File: config.mk
export PLATFORM = sky130hd
export DESIGN_NAME = transposed_buffer_ctrl
export DESIGN_NICKNAME = d
export VERILOG_FILES = /design/src/rtl/transposed_buffer_ctrl.sv
export SDC_FILE = /design/constraint.sdc
export NUM_CORES = 1
export LEC_CHECK = 0
export ABC_AREA = 0
export CAP_MARGIN = 0
export CORE_UTILIZATION = 30
export CTS_BUF_LIST = sky130_fd_sc_hd__clkbuf_2 sky130_fd_sc_hd__clkbuf_4 sky130_fd_sc_hd__clkbuf_8
export DETAILED_ROUTE_END_ITERATION = 10
export GPL_TIMING_DRIVEN = 0
export PLACE_DENSITY = 0.6
export SLEW_MARGIN = 20
export SYNTH_ARGS = -nofsm -noshare
export SYNTH_HDL_FRONTEND = slang
export SYNTH_SLANG_ARGS = --single-unit
export TNS_END_PERCENT = 30
File: constraint.sdc
create_clock -name CLK -period 1.9 [get_ports CLK]
set_input_delay 0.38 -clock CLK [delete_from_list [all_inputs] [get_ports CLK]]
set_output_delay 0.38 -clock CLK [all_outputs]
set_load 0.005 [all_outputs]
File: src/rtl/transposed_buffer_ctrl.sv
// Fill/drain sequencer for the 4x9 transposed row buffer.
// Define TRANSPOSED_BUFFER_CTRL_SLIDE_EN for sliding-window (1-row slide) mode.
module transposed_buffer_ctrl #(
  parameter int ROWS      = 9,
  parameter int COLS      = 4,
  parameter int ROW_CNT_W = 4,
  parameter int COL_SEL_W = 2
) (
  input  logic                 CLK,
  input  logic                 RST_SYNC,
  input  logic                 FLUSH,
  input  logic                 IN_VALID,
  output logic                 IN_READY,
  output logic                 BUF_WRITE_EN,
  output logic                 COL_VALID,
  input  logic                 COL_READY,
  output logic [COL_SEL_W-1:0] COL_SEL,
  output logic                 COL_LAST,
  output logic                 BLOCK_DONE,
  output logic [ROW_CNT_W-1:0] ROW_COUNT
);

  typedef enum logic {
    FILL  = 1'b0,
    DRAIN = 1'b1
  } state_t;

  localparam logic [ROW_CNT_W-1:0] ROW_FULL =
    ROW_CNT_W'(ROWS);
  localparam logic [ROW_CNT_W-1:0] ROW_LAST =
    ROW_CNT_W'(ROWS - 1);
  localparam logic [COL_SEL_W-1:0] COL_END =
    COL_SEL_W'(COLS - 1);

  state_t               state;
  logic [ROW_CNT_W-1:0] row_cnt;
  logic [COL_SEL_W-1:0] col_cnt;
  logic                 live;
  logic                 wr;
  logic                 hs;
  logic                 at_end;

`ifdef TRANSPOSED_BUFFER_CTRL_SLIDE_EN
  logic primed;
`endif

  assign live   = ~RST_SYNC & ~FLUSH;
  assign at_end = (col_cnt == COL_END);

  // Reset and flush both suppress any write or column handshake.
  assign IN_READY     = (state == FILL);
  assign wr           = IN_VALID & IN_READY & live;
  assign BUF_WRITE_EN = wr;
  assign COL_VALID    = (state == DRAIN) & ~RST_SYNC;
  assign hs           = COL_VALID & COL_READY & ~FLUSH;
  assign COL_SEL      = RST_SYNC ? '0 : col_cnt;
  assign COL_LAST     = COL_VALID & at_end;
  assign BLOCK_DONE   = hs & at_end;
  assign ROW_COUNT    = RST_SYNC ? '0 : row_cnt;

  always_ff @(posedge CLK) begin
    if (RST_SYNC || FLUSH) begin
      state   <= FILL;
      row_cnt <= '0;
      col_cnt <= '0;
`ifdef TRANSPOSED_BUFFER_CTRL_SLIDE_EN
      primed  <= 1'b0;
`endif
    end else begin
      unique case (state)
        FILL: begin
          if (wr) begin
            if (row_cnt == ROW_LAST) begin
              row_cnt <= ROW_FULL;
              state   <= DRAIN;
`ifdef TRANSPOSED_BUFFER_CTRL_SLIDE_EN
              primed  <= 1'b1;
`endif
            end else begin
              row_cnt <= row_cnt + 1'b1;
            end
          end
        end
        DRAIN: begin
          if (hs) begin
            if (at_end) begin
              col_cnt <= '0;
              state   <= FILL;
`ifdef TRANSPOSED_BUFFER_CTRL_SLIDE_EN
              // Keep ROWS-1 rows resident: next block is a 1-row slide.
              row_cnt <= primed ? ROW_LAST : '0;
`else
              row_cnt <= '0;
`endif
            end else begin
              col_cnt <= col_cnt + 1'b1;
            end
          end
        end
        default: state <= FILL;
      endcase
    end
  end

endmodule

# Yosys cells after proc, flatten, opt, wreduce, memory -nomap -nowiden
# Cells that the tools add are included.
# Widths: inputs -> output; s select.
[totals]
ff_bits = 7
elab_cells = 37
[classes]
add_sub_neg = 2
eq_ne = 5
n_mux = 13
bitwise_logic = 11
n_reduce_logical = 3
[ops]
columns = ["cell", "count"]
rows = [
  ["$mux 4", 5],
  ["$and 1x1->1", 8],
  ["$pmux 4 s2", 1],
  ["$ne 2x1->1 const B", 3],
  ["$add 4x1->4 const B", 1],
  ["$eq 4x4->1 const B", 1],
  ["$mux 1", 4],
  ["$mux 2", 2],
  ["$not 1->1", 3],
  ["$reduce_and 3->1", 1],
  ["$add 2x1->2 const B", 1],
  ["$eq 2x2->1 const B", 1],
  ["$pmux 1 s2", 1],
  ["$reduce_and 2->1", 1],
  ["$logic_or 1x1->1", 1],
]

# Logic depth before layout (Yosys ltp)
# Gate-level depths: netlist (run 1).
[logic_depth]
ltp_word = 6
mapped_depth = 5
mapped_depth_nobuf = 5

# Worst setup path before layout (run 1)
# No wires, ideal clock.
[synth_path]
path_kind = "input -> output"
start = "input port RST_SYNC"
end = "output port BUF_WRITE_EN"
arrival_ns = 0.914
required_ns = 1.520
slack_ns = 0.606
path_stages = 3
cell_sequence = "or2_1 > buf_6 > nor2_1"
[synth_between]
elab_chain_len = 3
[synth_rtl]
columns = ["element", "line_no", "rtl"]
rows = [
  ["from (decl)", "10", "input logic RST_SYNC,"],
  ["$not 1->1", "47", "assign live = ~RST_SYNC & ~FLUSH;"],
  ["$and 1x1->1", "47", ""],
  ["$and 1x1->1", "52", "assign wr = IN_VALID & IN_READY & live;"],
  ["to (decl)", "14", "output logic BUF_WRITE_EN,"],
]
# Every way passes these cells.

# Final worst setup path (run 1)
[layout_path]
start = "input port FLUSH"
end = "output port BUF_WRITE_EN"
[layout_between]
elab_chain_len = 3
[layout_rtl]
columns = ["element", "line_no", "rtl"]
rows = [
  ["from (decl)", "11", "input logic FLUSH,"],
  ["$not 1->1", "47", ""],
  ["$and 1x1->1", "47", ""],
  ["$and 1x1->1", "52", ""],
]
# Every way passes these cells.

==> impl_metrics.yaml, run 1 <==
grt:
  grt_max_degree: 10
  grt_pass1_wl_um: 1320
  grt_usage_pct: 12.9
  first_global_vias: 303
  grt-ovfl-total: 0
  antenna_found_initial: 0
floorplan:
  die_w_um: 39.7
  rows: 13
  start_util_pct: 32.4
  io_pins: 16
  core-area_um2: 1320
  die_y_um: 39.7
  die-area_um2: 1580
timing:
  fin_crit_sh_pct: 97.9
  max_freq_mhz: 538
  worstMarginPinSlew_ns: 0.208
  drv_slew: 0
  period_needed_ns: 1.86
  slew_headroom_pct: 86.0
  fin_skew_ns: 0.00117
  hold_viol: 0
  setup_viol_count_final: 0
  rsz0062_at_grt: "no"
critical_path:
  rr_startpoint: "col_cnt[1]"
  endpoint: "BUF_WRITE_EN"
  cp-end-kind: "output port"
  required_ns: 1.52
  startpoint: "FLUSH"
  reg2reg_to: "row_cnt[0]"
  cp-start-kind: "input port"
  r2r_slack_ns: 0.68
  crit_arrival_ns: 1.48
  cp_max_fo: 6
  worst_r2r_path_depth: 4
  critPathKind: "input port to output port"
clock_tree:
  cts_made_buffers: 3
  worstSkewPairLatency_ns: 0.25
  cts_htree_levels: 1
  cts_tree: "done"
  hold_buffers: 0
  cts_num_sinks: 7
  post_cts_buffers: 0
  cts_buffer_depth: 2
  clk_pin_slew_worst_paths_ns: 0.05
  cts_root_buf: "clkbuf_4"
logic_synthesis:
  syn-cell-area_um2: 427
  synth_edf_count: 0
  synth_cell_types: 21
  ys_top_cells_by_area: "dfxtp_1 33%, ha_1 8.8%, and2b_2 8.2%"
  async_flop_share_pct: 0
  ys.warnings.count: 0
  synth.top_cell.area_share_pct: 32.8
  synth.avg_cell_area_um2: 8.53
  synth-seq-cells: 7
  synth_top_cell_by_area: "dfxtp_1"
  synth_ff_type: "dfxtp_1"
  ys_seq_area_share_pct: 32.8
  synthCells: 50
  synth_common_cells: "7 x dfxtp_1, 7 x nor2_1, 5 x nand2_1, 4 x and2b_2"
  syn_nets: 58
run_status:
  status: "complete, no violations"
placed_design:
  dp_hpwl_um: 661
  port_buffers: 15
  place_inst: 80
  gp_congestion: 0.631
hold_path:
  worst_hold_path_type: "flip-flop to flip-flop"
detailed_routing:
  viasPerCell: 4.60
  drc: 0
  wl_per_cell_um: 11.0
  via_count: 386
  ant_nets: 0
  wl_um: 921
  first_pass_iters: 4
  drt_iter0_markers: 4
cells_and_area:
  final_nets: 78
  antennaDiodeCount: 0
  n_fill_cell: 132
  final_cells: 84
  syn2layout_area_growth_pct: 49.3
  layout-drive-gt1-share_pct: 24.6
power_and_ir_drop:
  peakVddDrop_v: 0.000264
  power.leakage_nw: 0.267
  p_per_area_nw_per_um2: 523
  p_total_uw: 333
flow_run:
  drv_cap: 0
[flip-flops by register name, indices dropped and copies added (netlist names)]
signal / cells
row_cnt: 4
col_cnt: 2
state: 1
[where the power goes]
part,leakage [nW],total (mW),internal [mW],switching (mW)
registers,0.0579,0.149,0.147,0.00185
clock network,0.0184,0.153,0.0947,0.0588
logic,0.190,0.0311,0.0169,0.0142
total,0.267,0.333,0.259,0.0749
[placed cells by master (no fill, tap or decap)]
| master | instances |
|---|---|
| nor2_1 | 5 |
| dlygate4sd2_1 | 1 |
| nor2_2 | 1 |
| nand2_1 | 5 |
| clkdlybuf4s50_1 | 12 |
| nor2_4 | 1 |
| a21oi_1 | 2 |
| xnor2_1 | 1 |
| clkbuf_2 | 1 |
| inv_1 | 3 |
| and3b_1 | 1 |
| nand2b_1 | 1 |
| or2_1 | 1 |
| dfxtp_4 | 1 |
| dfxtp_2 | 1 |
| or3_1 | 1 |
| mux2i_1 | 1 |
| ha_2 | 1 |
| mux2_4 | 1 |
| nor4_1 | 1 |
| and2b_2 | 4 |
| dfxtp_1 | 5 |
| nand3_1 | 3 |
| a31o_2 | 1 |
| buf_6 | 1 |
| clkdlybuf4s15_1 | 1 |
| nor2b_1 | 2 |
| clkbuf_4 | 4 |
| a22o_1 | 3 |
| ha_1 | 2 |
| and2_1 | 1 |
[worst min-delay path by stage]
| stage | startpoint | depth (start not counted) | end | slack [ns] |
|---|---|---|---|---|
| after floorplan | col_cnt[1] | 2 | col_cnt[1] | 0.44 |
| after global placement | col_cnt[1] | 2 | col_cnt[1] | 0.46 |
| after detailed placement | col_cnt[1] | 2 | col_cnt[1] | 0.47 |
| after CTS | col_cnt[1] | 2 | col_cnt[1] | 0.48 |
| after global routing | col_cnt[1] | 2 | col_cnt[1] | 0.50 |
| final | col_cnt[1] | 2 | col_cnt[1] | 0.47 |
[layout make-up]
class / instances / area (µm²) / share of cell area [%]
clock buffers: 4 / 30.0 / 4.72
well taps: 15 / 18.8 / 2.95
flip-flops and latches: 7 / 145 / 22.8
multi-input cells: 39 / 277 / 43.4
repair buffers: 15 / 144 / 22.6
inverters: 3 / 11.3 / 1.77
plain buffers: 1 / 11.3 / 1.77
[cell families after synthesis]
family	synth area share [%]
buf+inv	5.28
mux	5.86
compound gates	10.6
fa+ha+maj	8.80
xor+xnor	2.05
simple gates	34.6
flops	32.8
[what timing repair did]
item,4_1_cts,5_1_grt
setup endpoints to repair,10,2
hold endpoints to repair,0,0
pin swaps,0,0
gates resized for setup,6,7
[layer usage]
metal	track usage [%]	part of all wire, %	vias to the layer above
li1	-	-	207
met3	5.11	3.1	0
met4	7.76	0	0
met5	0	0	-
met1	16.2	52	170
met2	18.0	44	9
[critical path: stages]
cell and delay [ns]:
clkdlybuf4s50_1 0.41, or2_1 0.22, buf_6 0.13, nor2_4 0.11, clkdlybuf4s15_1 0.22
[through the flow]
| step | utilization (%) | setup slack (ns) | setup TNS, ns | cell area (µm²) | hold WS [ns] |
|---|---|---|---|---|---|
| 6_report | 48.3 | 0.0405 | 0 | 637 | 0.474 |
| 4_1_cts | 47.9 | 0.00537 | 0 | 631 | 0.476 |
| 5_1_grt | 48.3 | 0.000539 | 0 | 637 | 0.497 |
| 2_1_floorplan | - | 0.606 | 0 | 427 | 0.445 |
| 3_5_place_dp | 45.2 | -0.668 | -2.48 | 596 | 0.467 |
| 3_3_place_gp | 45.2 | -0.656 | -2.33 | 596 | 0.463 |
Power figures use the tool's default switching activity.
==> inputs of run 2 (changes only) <==
--- a/config.mk
+++ b/config.mk
@@ -7,11 +7,12 @@
 export LEC_CHECK = 0
 export ABC_AREA = 0
 export CAP_MARGIN = 0
-export CORE_UTILIZATION = 30
+export CORE_AREA = 2 2 39 41
 export CTS_BUF_LIST = sky130_fd_sc_hd__clkbuf_2 sky130_fd_sc_hd__clkbuf_4 sky130_fd_sc_hd__clkbuf_8
 export DETAILED_ROUTE_END_ITERATION = 10
+export DIE_AREA = 0 0 41 43
 export GPL_TIMING_DRIVEN = 0
-export PLACE_DENSITY = 0.6
+export PLACE_DENSITY = 0.63
 export SLEW_MARGIN = 20
 export SYNTH_ARGS = -nofsm -noshare
 export SYNTH_HDL_FRONTEND = slang
==> constraint.sdc (replaced) <==
create_clock -name CLK -period 2.3 [get_ports CLK]
set_input_delay 0.46 -clock CLK [delete_from_list [all_inputs] [get_ports CLK]]
set_output_delay 0.46 -clock CLK [all_outputs]
set_load 0.005 [all_outputs]
==> impl_metrics.yaml, run 2 (synthesis results as in run 1) <==
clock_tree:
  cts_tree: "done"
  cts_root_buf: "clkbuf_4"
  clk_pin_slew_worst_paths_ns: 0.05
  cts_num_sinks: 7
  cts_buffer_depth: 2
  post_cts_buffers: 0
  hold_buffers: 0
  cts-resized-gates: 4
  cts_made_buffers: 3
  worstSkewPairLatency_ns: 0.25
  cts_htree_levels: 1
timing:
  period_needed_ns: 2.05
  max_freq_mhz: 488
  fin_crit_sh_pct: 89.0
  rsz0062_at_grt: "no"
  hold_viol: 0
  slew_headroom_pct: 81.0
  fin_skew_ns: 0.00112
  drv_slew: 0
  worstMarginPinSlew_ns: 0.285
  setup_viol_count_final: 0
cells_and_area:
  final_nets: 78
  layout.cells.most_common: "clkdlybuf4s50_1"
  n_fill_cell: 150
  layout-drive-gt1-share_pct: 17.4
  antennaDiodeCount: 0
  final_cell_mix: "12 x clkdlybuf4s50_1, 7 x dfxtp_1, 6 x nor2_1, 5 x nand2_1"
  syn2layout_area_growth_pct: 48.7
  reg_top3: "row_cnt x4, col_cnt x2, state x1"
  largest_reg_flops: 4
  top_register: "row_cnt"
  final_cells: 85
critical_path:
  cp-end-kind: "output port"
  cp-start-kind: "input port"
  r2r_slack_ns: 1.01
  crit_arrival_ns: 1.59
  critPathKind: "input port to output port"
  cp_max_fo: 6
  required_ns: 1.84
placed_design:
  port_buffers: 15
  dp_hpwl_um: 699
  gp_congestion: 0.684
  place_inst: 81
floorplan:
  die_w_um: 41
  die-area_um2: 1760
  start_util_pct: 30.8
  io_pins: 16
  rows: 14
  core-area_um2: 1380
  die_y_um: 43
grt:
  grt_usage_pct: 12.8
  grt_max_degree: 10
  grt-ovfl-total: 0
  first_global_vias: 363
  grt_pass1_wl_um: 1500
  antenna_found_initial: 0
detailed_routing:
  drt_iter0_markers: 16
  wl_um: 903
  first_pass_iters: 4
  wl_per_cell_um: 10.6
  ant_nets: 0
  drc: 0
  via_count: 409
  viasPerCell: 4.81
power_and_ir_drop:
  peakVddDrop_v: 0.000200
  power.leakage_nw: 0.287
  p_per_area_nw_per_um2: 431
  p_total_uw: 273
hold_path:
  worst_hold_path_type: "flip-flop to flip-flop"
flow_run:
  drv_cap: 0
run_status:
  status: "complete, no violations"
[run 2: changes by cell type in the layout (fill, tap and decap cells not counted), sizes merged]
cell	delta
clkbuf	-1
clkdlybuf4s15	-1
dlygate4sd2	+1
dlymetal6s2s	+1
[run 2: area by class of cell]
type	instances	area (µm²)	share of cell area, %
timing repair buffer	15	150	23.7
tap	16	20.0	3.16
buffer	1	11.3	1.78
sequential	7	140	22.1
inverter	3	11.3	1.78
clock buffer	4	30.0	4.73
multi-input combinational	39	272	42.8
[run 2: per-layer routing]
layer / global-route usage, % / share of wire [%] / up-vias
met1: 13.8 / 43 / 182
li1: - / - / 206
met2: 18.8 / 48 / 21
met4: 8.00 / 0 / 0
met5: 0 / 0 / -
met3: 6.81 / 9.0 / 0
[run 2: path summary, 6_finish.rpt]
| check | from | to | cells after the start |
|---|---|---|---|
| max | FLUSH | BUF_WRITE_EN | 5 |
| min | col_cnt[1] | col_cnt[1] | 2 |
| max reg2reg | col_cnt[0] | row_cnt[0] | 4 |
| min reg2reg | col_cnt[1] | col_cnt[1] | 2 |
[run 2: worst max-delay path, cell delays in order]
cell	delay [ns]
clkdlybuf4s50_1	0.42
or2_1	0.22
buf_6	0.13
nor2_4	0.11
dlygate4sd2_1	0.24
[run 2: power by group]
part / internal, mW / switching, mW
Sequential: 0.123 / 0.00145
Clock: 0.0780 / 0.0462
Combinational: 0.0141 / 0.0112
[run 2: per-stage QoR]
stage / instance area, µm² / hold slack (ns) / setup TNS, ns / setup slack [ns] / utilization [%]
floorplan: 427 / 0.445 / 0 / 0.846 / -
global placement: 597 / 0.469 / -0.427 / -0.386 / 43.1
detailed placement: 597 / 0.472 / -0.512 / -0.414 / 43.1
CTS: 632 / 0.481 / 0 / 0.0459 / 45.7
global route: 634 / 0.505 / 0 / 0.196 / 45.8
finish: 634 / 0.480 / 0 / 0.252 / 45.8
